$ cat config.mk
export PLATFORM = sky130hd
export DESIGN_NAME = lab2_proc_imul_div_iter_flat
export DESIGN_NICKNAME = d
export VERILOG_FILES = /design/src/rtl/lab2_proc_imul_div_pkg.sv /design/src/rtl/lab2_proc_imul_div_iter_if.sv /design/src/rtl/lab2_proc_imul_div_iter_dpath.sv /design/src/rtl/lab2_proc_imul_div_iter.sv /design/src/flat_wrapper.sv
export SDC_FILE = /design/constraint.sdc
export NUM_CORES = 1
export LEC_CHECK = 0
export BUFFER_PORTS_ARGS = -buffer_cell sky130_fd_sc_hd__buf_2
export CORE_MARGIN = 2
export CORE_UTILIZATION = 55
export CTS_CLUSTER_DIAMETER = 200
export DETAILED_ROUTE_END_ITERATION = 16
export PLACE_DENSITY_LB_ADDON = 0.05
export SLEW_MARGIN = 25
export SYNTH_ARGS = -nofsm -noshare
export SYNTH_HDL_FRONTEND = slang
export SYNTH_SLANG_ARGS = --single-unit
$ cat constraint.sdc
create_clock -name clk -period 7.65 [get_ports clk]
set_input_delay 0.765 -clock clk [delete_from_list [all_inputs] [get_ports clk]]
set_output_delay 0.765 -clock clk [all_outputs]
set_load 0.05 [all_outputs]
$ cat src/rtl/lab2_proc_imul_div_pkg.sv
// Shared types for the iterative multiply/divide unit: op encoding, FSM states
// and the value returned for the reserved op.
package lab2_proc_imul_div_pkg;

    typedef enum logic [2:0] {
        OP_MUL   = 3'd0,
        OP_MULH  = 3'd1,
        OP_MULHU = 3'd2,
        OP_DIV   = 3'd3,
        OP_DIVU  = 3'd4,
        OP_REM   = 3'd5,
        OP_REMU  = 3'd6,
        OP_RSVD  = 3'd7
    } op_e;

    typedef enum logic [1:0] {
        ST_IDLE = 2'd0,
        ST_CALC = 2'd1,
        ST_DONE = 2'd2
    } state_e;

    // Every bit of the reserved-op result takes this value.
    localparam logic RSVD_RESULT_BIT = 1'b0;

    function automatic logic op_is_div(input op_e op);
        return (op == OP_DIV) || (op == OP_DIVU) || (op == OP_REM) || (op == OP_REMU);
    endfunction

    function automatic logic op_is_signed(input op_e op);
        return (op == OP_MULH) || (op == OP_DIV) || (op == OP_REM);
    endfunction

endpackage

$ cat src/rtl/lab2_proc_imul_div_iter_if.sv
// Request/response stream bundle for the iterative multiply/divide unit.
interface lab2_proc_imul_div_iter_if #(
    parameter int p_nbits    = 32,
    parameter int p_tag_bits = 5
);
    logic                  istream_val;
    logic                  istream_rdy;
    logic [2:0]            istream_msg_op;
    logic [p_nbits-1:0]    istream_msg_a;
    logic [p_nbits-1:0]    istream_msg_b;
    logic [p_tag_bits-1:0] istream_msg_tag;
    logic                  flush;
    logic                  ostream_val;
    logic                  ostream_rdy;
    logic [p_nbits-1:0]    ostream_msg_result;
    logic [p_tag_bits-1:0] ostream_msg_tag;

    modport master (
        output istream_val, istream_msg_op, istream_msg_a, istream_msg_b, istream_msg_tag,
        output flush, ostream_rdy,
        input  istream_rdy, ostream_val, ostream_msg_result, ostream_msg_tag
    );

    modport slave (
        input  istream_val, istream_msg_op, istream_msg_a, istream_msg_b, istream_msg_tag,
        input  flush, ostream_rdy,
        output istream_rdy, ostream_val, ostream_msg_result, ostream_msg_tag
    );
endinterface

$ cat src/rtl/lab2_proc_imul_div_iter_dpath.sv
// Datapath: operand/product registers, shared add/subtract step, sign fix-up
// and result selection. The product register doubles as {remainder, quotient}.
module lab2_proc_imul_div_iter_dpath
    import lab2_proc_imul_div_pkg::*;
#(
    parameter int p_nbits    = 32,
    parameter int p_tag_bits = 5
) (
    input  logic                  clk,
    input  logic                  reset,
    input  logic                  load,
    input  logic                  step,
    input  logic                  last,
    input  logic [2:0]            op_in,
    input  logic [p_nbits-1:0]    a_in,
    input  logic [p_nbits-1:0]    b_in,
    input  logic [p_tag_bits-1:0] tag_in,
    output logic [p_nbits-1:0]    result,
    output logic [p_tag_bits-1:0] tag
);
    localparam int N = p_nbits;

    op_e                   op_r;
    logic [N-1:0]          opnd_r;
    logic [2*N-1:0]        prod_r;
    logic                  neg_hi_r;
    logic                  neg_lo_r;
    logic                  bzero_r;
    logic [N-1:0]          result_r;
    logic [p_tag_bits-1:0] tag_r;

    op_e            op_in_s;
    logic           sgn_s;
    logic           a_neg_s;
    logic           b_neg_s;
    logic [N-1:0]   a_mag_s;
    logic [N-1:0]   b_mag_s;
    logic           is_div_s;
    logic [N:0]     x_s;
    logic [N:0]     y_s;
    logic [N+1:0]   sum_s;
    logic [2*N-1:0] prod_nxt_s;
    logic [2*N-1:0] prod_neg_s;
    logic [N-1:0]   hi_s;
    logic [N-1:0]   lo_s;
    logic [N-1:0]   result_nxt_s;

    // Operand conditioning: signed ops work on magnitudes.
    always_comb begin
        op_in_s = op_e'(op_in);
        sgn_s   = op_is_signed(op_in_s);
        a_neg_s = sgn_s & a_in[N-1];
        b_neg_s = sgn_s & b_in[N-1];
        a_mag_s = a_neg_s ? -a_in : a_in;
        b_mag_s = b_neg_s ? -b_in : b_in;
    end

    // One iteration: shift-add for multiply, restoring shift-subtract for divide.
    always_comb begin
        is_div_s = op_is_div(op_r);
        if (is_div_s) begin
            x_s = prod_r[2*N-1:N-1];
        end else begin
            x_s = {1'b0, prod_r[2*N-1:N]};
        end
        if (is_div_s || prod_r[0]) begin
            y_s = {1'b0, opnd_r};
        end else begin
            y_s = '0;
        end
        if (is_div_s) begin
            sum_s = {1'b0, x_s} - {1'b0, y_s};
        end else begin
            sum_s = {1'b0, x_s} + {1'b0, y_s};
        end
        if (!is_div_s) begin
            prod_nxt_s = {sum_s[N:0], prod_r[N-1:1]};
        end else if (sum_s[N+1]) begin
            prod_nxt_s = {x_s[N-1:0], prod_r[N-2:0], 1'b0};
        end else begin
            prod_nxt_s = {sum_s[N-1:0], prod_r[N-2:0], 1'b1};
        end
        prod_neg_s = -prod_nxt_s;
        hi_s       = prod_nxt_s[2*N-1:N];
        lo_s       = prod_nxt_s[N-1:0];
    end

    // Sign fix-up and result select, applied to the final iteration's value.
    // A zero divisor leaves an all-ones quotient that must not be negated.
    always_comb begin
        case (op_r)
            OP_MUL:   result_nxt_s = lo_s;
            OP_MULH:  result_nxt_s = neg_hi_r ? prod_neg_s[2*N-1:N] : hi_s;
            OP_MULHU: result_nxt_s = hi_s;
            OP_DIV:   result_nxt_s = (neg_hi_r && !bzero_r) ? prod_neg_s[N-1:0] : lo_s;
            OP_DIVU:  result_nxt_s = lo_s;
            OP_REM:   result_nxt_s = neg_lo_r ? -hi_s : hi_s;
            OP_REMU:  result_nxt_s = hi_s;
            default:  result_nxt_s = {N{RSVD_RESULT_BIT}};
        endcase
    end

    // Operand, product, sign and result registers.
    always_ff @(posedge clk or negedge reset) begin
        if (!reset) begin
            op_r     <= OP_MUL;
            opnd_r   <= '0;
            prod_r   <= '0;
            neg_hi_r <= 1'b0;
            neg_lo_r <= 1'b0;
            bzero_r  <= 1'b0;
            result_r <= '0;
            tag_r    <= '0;
        end else if (load) begin
            op_r     <= op_in_s;
            opnd_r   <= op_is_div(op_in_s) ? b_mag_s : a_mag_s;
            prod_r   <= {{N{1'b0}}, (op_is_div(op_in_s) ? a_mag_s : b_mag_s)};
            neg_hi_r <= a_neg_s ^ b_neg_s;
            neg_lo_r <= a_neg_s;
            bzero_r  <= (b_in == '0);
            tag_r    <= tag_in;
        end else if (step) begin
            prod_r <= prod_nxt_s;
            if (last) begin
                result_r <= result_nxt_s;
            end
        end
    end

    assign result = result_r;
    assign tag    = tag_r;

endmodule

$ cat src/rtl/lab2_proc_imul_div_iter.sv
// Iterative one-bit-per-cycle multiply/divide unit with a fixed p_nbits+1 cycle
// latency, stream handshakes and a flush that squashes the in-flight op.
module lab2_proc_imul_div_iter
    import lab2_proc_imul_div_pkg::*;
#(
    parameter int p_nbits    = 32,
    parameter int p_tag_bits = 5
) (
    input  logic                        clk,
    input  logic                        reset,
    lab2_proc_imul_div_iter_if.slave    io
);
    localparam int CW = $clog2(p_nbits + 1);

    state_e                state_r;
    state_e                state_nxt_s;
    logic [CW-1:0]         count_r;
    logic                  istream_rdy_s;
    logic                  ostream_val_s;
    logic                  req_fire_s;
    logic                  step_s;
    logic                  last_s;
    logic [p_nbits-1:0]    dp_result_s;
    logic [p_tag_bits-1:0] dp_tag_s;

    // FSM state register.
    always_ff @(posedge clk or negedge reset) begin
        if (!reset) begin
            state_r <= ST_IDLE;
        end else begin
            state_r <= state_nxt_s;
        end
    end

    // FSM outputs: handshakes and datapath strobes.
    always_comb begin
        istream_rdy_s = 1'b0;
        ostream_val_s = 1'b0;
        step_s        = 1'b0;
        case (state_r)
            ST_IDLE: istream_rdy_s = !io.flush;
            ST_CALC: step_s = 1'b1;
            ST_DONE: begin
                ostream_val_s = 1'b1;
                istream_rdy_s = !io.flush && io.ostream_rdy;
            end
            default: istream_rdy_s = 1'b0;
        endcase
        req_fire_s = io.istream_val && istream_rdy_s;
        last_s     = (count_r == CW'(1));
    end

    // FSM next state; flush overrides everything.
    always_comb begin
        state_nxt_s = state_r;
        if (io.flush) begin
            state_nxt_s = ST_IDLE;
        end else begin
            case (state_r)
                ST_IDLE: begin
                    if (req_fire_s) begin
                        state_nxt_s = ST_CALC;
                    end else begin
                        state_nxt_s = ST_IDLE;
                    end
                end
                ST_CALC: begin
                    if (last_s) begin
                        state_nxt_s = ST_DONE;
                    end else begin
                        state_nxt_s = ST_CALC;
                    end
                end
                ST_DONE: begin
                    if (io.ostream_rdy) begin
                        state_nxt_s = req_fire_s ? ST_CALC : ST_IDLE;
                    end else begin
                        state_nxt_s = ST_DONE;
                    end
                end
                default: state_nxt_s = ST_IDLE;
            endcase
        end
    end

    // Iteration counter: loaded on accept, counts CALC cycles down to 1.
    always_ff @(posedge clk or negedge reset) begin
        if (!reset) begin
            count_r <= '0;
        end else if (io.flush) begin
            count_r <= '0;
        end else if (req_fire_s) begin
            count_r <= CW'(p_nbits);
        end else if (state_r == ST_CALC) begin
            count_r <= count_r - CW'(1);
        end
    end

    lab2_proc_imul_div_iter_dpath #(
        .p_nbits    (p_nbits),
        .p_tag_bits (p_tag_bits)
    ) u_dpath (
        .clk    (clk),
        .reset  (reset),
        .load   (req_fire_s),
        .step   (step_s),
        .last   (last_s),
        .op_in  (io.istream_msg_op),
        .a_in   (io.istream_msg_a),
        .b_in   (io.istream_msg_b),
        .tag_in (io.istream_msg_tag),
        .result (dp_result_s),
        .tag    (dp_tag_s)
    );

    assign io.istream_rdy        = istream_rdy_s;
    assign io.ostream_val        = ostream_val_s;
    assign io.ostream_msg_result = ostream_val_s ? dp_result_s : '0;
    assign io.ostream_msg_tag    = ostream_val_s ? dp_tag_s : '0;

endmodule

$ cat src/flat_wrapper.sv
// flat-port wrapper written by rule: the top's interface ports become plain ports
module lab2_proc_imul_div_iter_flat import lab2_proc_imul_div_pkg::*;
#(
    parameter int p_nbits    = 32,
    parameter int p_tag_bits = 5
)
  (clk, reset, io_istream_val, io_istream_msg_op, io_istream_msg_a, io_istream_msg_b, io_istream_msg_tag, io_flush, io_ostream_rdy, io_istream_rdy, io_ostream_val, io_ostream_msg_result, io_ostream_msg_tag);
  lab2_proc_imul_div_iter_if #(.p_nbits(p_nbits), .p_tag_bits(p_tag_bits)) io_i ();
  input  logic clk;
  input  logic reset;
  input wire logic [$bits(io_i.istream_val)-1:0] io_istream_val;
  input wire logic [$bits(io_i.istream_msg_op)-1:0] io_istream_msg_op;
  input wire logic [$bits(io_i.istream_msg_a)-1:0] io_istream_msg_a;
  input wire logic [$bits(io_i.istream_msg_b)-1:0] io_istream_msg_b;
  input wire logic [$bits(io_i.istream_msg_tag)-1:0] io_istream_msg_tag;
  input wire logic [$bits(io_i.flush)-1:0] io_flush;
  input wire logic [$bits(io_i.ostream_rdy)-1:0] io_ostream_rdy;
  output wire logic [$bits(io_i.istream_rdy)-1:0] io_istream_rdy;
  output wire logic [$bits(io_i.ostream_val)-1:0] io_ostream_val;
  output wire logic [$bits(io_i.ostream_msg_result)-1:0] io_ostream_msg_result;
  output wire logic [$bits(io_i.ostream_msg_tag)-1:0] io_ostream_msg_tag;
  assign io_i.istream_val = io_istream_val;
  assign io_i.istream_msg_op = io_istream_msg_op;
  assign io_i.istream_msg_a = io_istream_msg_a;
  assign io_i.istream_msg_b = io_istream_msg_b;
  assign io_i.istream_msg_tag = io_istream_msg_tag;
  assign io_i.flush = io_flush;
  assign io_i.ostream_rdy = io_ostream_rdy;
  assign io_istream_rdy = io_i.istream_rdy;
  assign io_ostream_val = io_i.ostream_val;
  assign io_ostream_msg_result = io_i.ostream_msg_result;
  assign io_ostream_msg_tag = io_i.ostream_msg_tag;
  lab2_proc_imul_div_iter #(.p_nbits(p_nbits), .p_tag_bits(p_tag_bits)) u_core (.clk(clk), .reset(reset), .io(io_i));
endmodule
; Word level (Yosys, flattened, before mapping)
; Cells that the tools add are included.
[word_totals]
ff_bits = 147
out_inout_bits = 39
word_cells = 85
[classes]
n_addsub = 7
eq_ne = 14
n_mux = 28
bitwise = 4
reduce_logical = 22
[ops]
columns = cell, n
row1 = 2-to-1 mux 32 bit, 9
row2 = 2-to-1 mux 64 bit, 4
row3 = one-hot mux 32 bit (5 select lines), 1
row4 = negator 32 bit, 3
row5 = negator 64 bit, 1
row6 = adder 33 x 33 -> 34 bit, 1
row7 = 2-to-1 mux 34 bit, 1
row8 = subtractor 33 x 33 -> 34 bit, 1
row9 = 2-to-1 mux 33 bit, 1
row10 = zero test 32 bit, 1
row11 = "equality test 3 bit, second input constant", 6
row12 = 2-to-1 mux 6 bit, 3
row13 = "equality test 3 x 2 -> 1 bit, second input constant", 3
row14 = logical OR 1 bit, 9
row15 = "equality test 3 x 1 -> 1 bit, second input constant", 2
row16 = "equality test 6 x 1 -> 1 bit, second input constant", 1
row17 = 2-to-1 mux 2 bit, 3
row18 = one-hot mux 2 bit (3 select lines), 1
row19 = "subtractor 6 x 1 -> 6 bit, second input constant", 1
row20 = 2-to-1 mux 5 bit, 1
row21 = OR reduction 2 bit, 2
row22 = logical AND 1 bit, 3
row23 = zero test 3 bit, 1
row24 = 2-to-1 mux 1 bit, 3
row25 = 11 further kinds, 13

; Longest topological paths before layout
[depth]
word_depth = 13
mapped_depth = 41
depth_no_buf = 32

; Cells and area by module
; Synthesis repeated with hierarchy kept, for this count alone.
[unflattened]
hier_cells = 2304
area_unflattened_um2 = 16170.5
[modules_own_cells]
columns = module, instances, cells_each, area_per_inst_um2
row1 = lab2_proc_imul_div_iter_dpath, 1, 2217, 15466.1
row2 = lab2_proc_imul_div_iter, 1, 87, 704.4

; Least setup slack after synthesis
; Ideal clock, no wire load.
[synth_path]
kind = flip-flop to flip-flop
from = reg u_core.u_dpath.op_r[0]
to = reg u_core.u_dpath.result_r[18], in the netlist u_core.u_dpath.result[18]
setup_ps = 142
t_arrival_ps = 8029
slack_ps = -521
stages_incl_launch_ff = 39
path_cell_list = dfrtp_1 > clkbuf_1 > and3b_1 > clkbuf_1 > nor2_2 > buf_2 > buf_2 > buf_2 > buf_2 > nand2_1 > clkbuf_1 > nand2_1 > ha_1 > nor4b_1 > nand4b_1 > nand2_1 > o21ai_0 > nand2b_1 > [... 3 more ...] > ha_1 > a21oi_1 > o211a_1 > o2111ai_1 > a21oi_2 > a31oi_1 > inv_1 > ha_1 > nand3b_1 > nor4_1 > nand2b_1 > or2_2 > clkbuf_1 > clkbuf_1 > nor3_1 > nor2_1 > xnor2_1 > o221ai_1
[synth_between]
elab_chain_len = 13
[synth_rtl]
columns = element, line_no
row1 = from (decl), lab2_proc_imul_div_iter_dpath.sv:23  ; op_e op_r;
row2 = from (signal assigned), lab2_proc_imul_div_iter_dpath.sv:115  ; op_r <= op_in_s;
row3 = equality test 3 x 2 -> 1 bit / equality test 3 bit (equally long branches), "lab2_proc_imul_div_pkg.sv:26, lab2_proc_imul_div_iter_dpath.sv:91"
row4 = logical OR 1 bit (3 in series), lab2_proc_imul_div_pkg.sv:26  ; return (op == OP_DIV) || (op == OP_DIVU) || (op == OP_REM) || (op == OP_REMU);
row5 = logical OR 1 bit, lab2_proc_imul_div_iter_dpath.sv:66  ; if (is_div_s || prod_r[0]) begin
row6 = 2-to-1 mux 32 bit, lab2_proc_imul_div_iter_dpath.sv:66
row7 = adder 33 x 33 -> 34 bit / subtractor 33 x 33 -> 34 bit (equally long branches), "lab2_proc_imul_div_iter_dpath.sv:74, lab2_proc_imul_div_iter_dpath.sv:72"
row8 = 2-to-1 mux 34 bit, lab2_proc_imul_div_iter_dpath.sv:71  ; if (is_div_s) begin
row9 = 2-to-1 mux 64 bit, lab2_proc_imul_div_iter_dpath.sv:78  ; end else if (sum_s[N+1]) begin
row10 = 2-to-1 mux 64 bit, lab2_proc_imul_div_iter_dpath.sv:76  ; if (!is_div_s) begin
row11 = negator 64 bit / negator 32 bit (equally long branches), "lab2_proc_imul_div_iter_dpath.sv:83, lab2_proc_imul_div_iter_dpath.sv:97"
row12 = "2-to-1 mux 32 bit, on equally long branches", "lab2_proc_imul_div_iter_dpath.sv:95, lab2_proc_imul_div_iter_dpath.sv:93, lab2_proc_imul_div_iter_dpath.sv:97"
row13 = one-hot mux 32 bit (5 select lines) (*), lab2_proc_imul_div_iter_dpath.sv:91  ; case (op_r)
row14 = to (signal assigned), lab2_proc_imul_div_iter_dpath.sv:125  ; result_r <= result_nxt_s;
row15 = to (decl), lab2_proc_imul_div_iter_dpath.sv:29  ; logic [N-1:0] result_r;
; Mark *: on every way between the ends. The rest lies on a longest branch, timed or not.
; A chain may end at the register's enable or synchronous reset.

; Worst setup path in the final report
[layout_path]
from = reg u_core.u_dpath.op_r[0]
to = reg u_core.u_dpath.result_r[31], in the netlist u_core.u_dpath.result[31]
; The elaborated chain is that of the path after synthesis.

==> results.txt <==
Top-count cell post-synth: nand2_1
EDFF count, synth: 0
Core area: 0.0277 mm²
CTS sink cnt: 147
Gr ovfl total: 0
CTS Buf Count: 17
IO buf count: 115
Slew Viols, Final: 0
Remaining DRCs: 0
DIE WIDTH: 172 µm
Setup WS pre-CTS: 0.140 ns
Syn_nets: 2,295
VDD IR max: 0.226 mV
Hpwl dp: 45,000 µm
Root buffer cell: clkbuf_16
Vias in the first global route: 15,900
Final ANT Viol Nets: 0
Initial antenna violation count: 0
Reg2reg setup slack: 0.36 ns
Critical R2R Launch: u_core.u_dpath.op_r[0]
Mean Syn Cell Area: 7.10 µm²
Register area share after synthesis: 23.8%
Synth top area share: 23.8%
Setup ws final: 0.356 ns
Relative slew slack: 33.7%
Most frequent cells after synthesis: 397 x nand2_1, 192 x o21ai_0, 172 x a21oi_1
Tightest Pin Transition: 0.967 ns
Via/cell ratio: 6.70
Chip Height: 172 µm
Largest net degree at the start of global routing: 139
Startpoint types: flop
Inst Count DP: 2,578
TritonRoute pass-1 iters: 7
Mapped Cells: 2,179
Initial Utilization: 55.8%
Top post-synthesis cells by area: dfrtp_1 24%, nand2_1 9.6%, o21ai_0 6.2%
Final GP Congestion: 1.03
H-tree depth: 4
Final setup fails: 0
# fillers: 2,590
WL met3: 6060 µm
Max-cap violations: 0
Max Clk Rate: 137 MHz
DR vias: 17,500
CP dominant cell by count: nand2_1
Util after Layout: 61.9%
Final Hold Viols: 0
Share of layout cells above drive strength 1: 12.5%
Asr flop ratio synth: 100%
Leakage: 7.33 nW
TNS Setup: 0 ns
First-pass GRT wire length: 92,300 µm
Met1 WL: 24,400 µm
Worst path max stage delay: 0.49 ns
Detail Route met2 WL: 26,700 µm
Synth-to-Final Area Change: 11.0%
Outcome: complete, no violations
Drt total wl: 60,600 µm
Clk_skew: 0.0149 ns
PD cells: 458 mW/mm²
Rows: 61
Worst Setup End Kind: flop
Ys flop type: dfrtp_1
Worst endpoint data arrival time: 7.63 ns
CP Max Fanout: 20
Total track usage: 41.2%
Period utilisation layout: 95.3%
Top Metal Used: met4
Critical path class: reg2reg
Clock Path Buffers: 2
# diodes: 0
YS warnings: 0
Later-pin clock latency in the skew report: 0.47 ns
Post-synthesis cell area: 0.0155 mm²
Avg WL per Cell: 23.1 µm
Ports: 116
# nets final: 2,342
R2r endpoint: u_core.u_dpath.result[31]
Hold buffers post-CTS: 0
Post-synthesis register bit count: 147
Worst hold path type: in2async
Worst Hold Slack: 0.312 ns
Fin crit period: 7.29 ns
Synth cell types: 101
Cell taking the most area after synthesis: dfrtp_1
Clock-pin slew of the registers on the worst-case setup and hold paths: 0.08 ns
DRT iter0 DRCs: 2,285
Slowest-stage cell, CP: or3_1
Worst r2r path cells: 30
CTS tree: done
Critical Path RT: 7.99 ns
Final non-filler cell total: 2,617
Full die area: 0.0295 mm²
==> through the flow <==
stage / total power, mW / cell area [µm²]
2_1_floorplan: 4.88 / 15500
3_3_place_gp: 6.57 / 16400
3_5_place_dp: 6.62 / 16400
4_1_cts: 7.54 / 17000
5_1_grt: 8.27 / 17200
6_report: 7.87 / 17200
==> critical path: cells and delay by family (launching register included) <==
family                   cells  cell delay, ns
AO/OA/AOI/OAI               10            2.04
buffers and inverters        2            0.42
flip-flops                   1            0.42
adder cells (fa/ha/maj)      2            0.69
AND/OR/NAND/NOR             16            3.59
==> layout by cell type (no fill, tap or decap), drive strengths merged, types with 17 or more instances in the layout <==
cell | netlist | routed
a211oi | 21 | 21
a21o | 20 | 20
a21oi | 176 | 176
a22oi | 19 | 19
a31oi | 39 | 39
and2 | 57 | 57
buf | 30 | 172
clkbuf | 115 | 17
dfrtp | 147 | 147
ha | 38 | 38
inv | 34 | 41
mux2i | 37 | 37
nand2 | 397 | 397
nand2b | 19 | 19
nand3 | 75 | 75
nand4 | 21 | 21
nor2 | 168 | 168
nor3 | 52 | 52
nor4 | 23 | 23
o21ai | 209 | 209
o221ai | 38 | 38
o22ai | 27 | 27
o31ai | 22 | 23
or3 | 31 | 31
xnor2 | 74 | 74
xor2 | 57 | 57
==> sequential cells by signal (all words and copies together), names as in the netlist <==
name                     cells
u_core.u_dpath.neg_lo_r      1
u_core.state_r               2
u_core.u_dpath.op_r          3
u_core.count_r               6
u_core.u_dpath.neg_hi_r      1
u_core.u_dpath.bzero_r       1
u_core.u_dpath.opnd_r       32
u_core.u_dpath.result       32
u_core.u_dpath.tag           5
u_core.u_dpath.prod_r       64
==> timing repair <==
item	CTS	global route
setup endpoints to repair	0	30
setup buffers	0	6
resized for setup	0	16
==> cells by family after synthesis <==
family | share of synthesized area, %
adders and majority gates | 3.20
and+or+nand+nor | 28.0
AOI/OAI and AO/OA | 30.2
xor gates and xnor gates | 7.42
DFF | 23.8
buffers and inverters | 4.61
muxes | 2.71
==> routing by layer <==
layer | up-vias | GRT usage, %
met5 | - | 0
met1 | 8201 | 54.3
li1 | 8076 | -
met4 | 0 | 20.3
met2 | 1040 | 64.7
met3 | 204 | 7.75
==> cell type report <==
type | count | area, µm² | share of cell area (%)
Timing Repair Buffer | 172 | 1030 | 6.02
Multi-Input combinational cell | 1853 | 11200 | 65.5
Clock inverter | 15 | 169 | 0.985
Inverter | 35 | 131 | 0.766
Clock buffer | 17 | 425 | 2.48
Sequential cell | 147 | 3680 | 21.4
Tap cell | 378 | 473 | 2.76
==> power by group <==
group	internal, mW	switching [mW]	leakage [nW]
logic	1.96	3.72	5.13
registers	1.01	0.284	1.90
clock network	0.490	0.405	0.294
total	3.46	4.41	7.33
==> how the worst max path moves through the flow <==
stage          cells past startpoint  slack [ns]              startpoint                        end
2_1_floorplan                     36       0.007  u_core.u_dpath.op_r[0]  u_core.u_dpath.result[31]
4_1_cts                           29        0.11  u_core.u_dpath.op_r[0]  u_core.u_dpath.result[18]
6_report                          30        0.36  u_core.u_dpath.op_r[0]  u_core.u_dpath.result[31]
3_5_place_dp                      27        0.14  u_core.u_dpath.op_r[0]  u_core.u_dpath.result[31]
5_1_grt                           29       -0.02  u_core.u_dpath.op_r[0]  u_core.u_dpath.result[31]
3_3_place_gp                      29        0.44  u_core.u_dpath.op_r[0]  u_core.u_dpath.result[18]
Note: power is estimated with default switching activity, not from simulation.
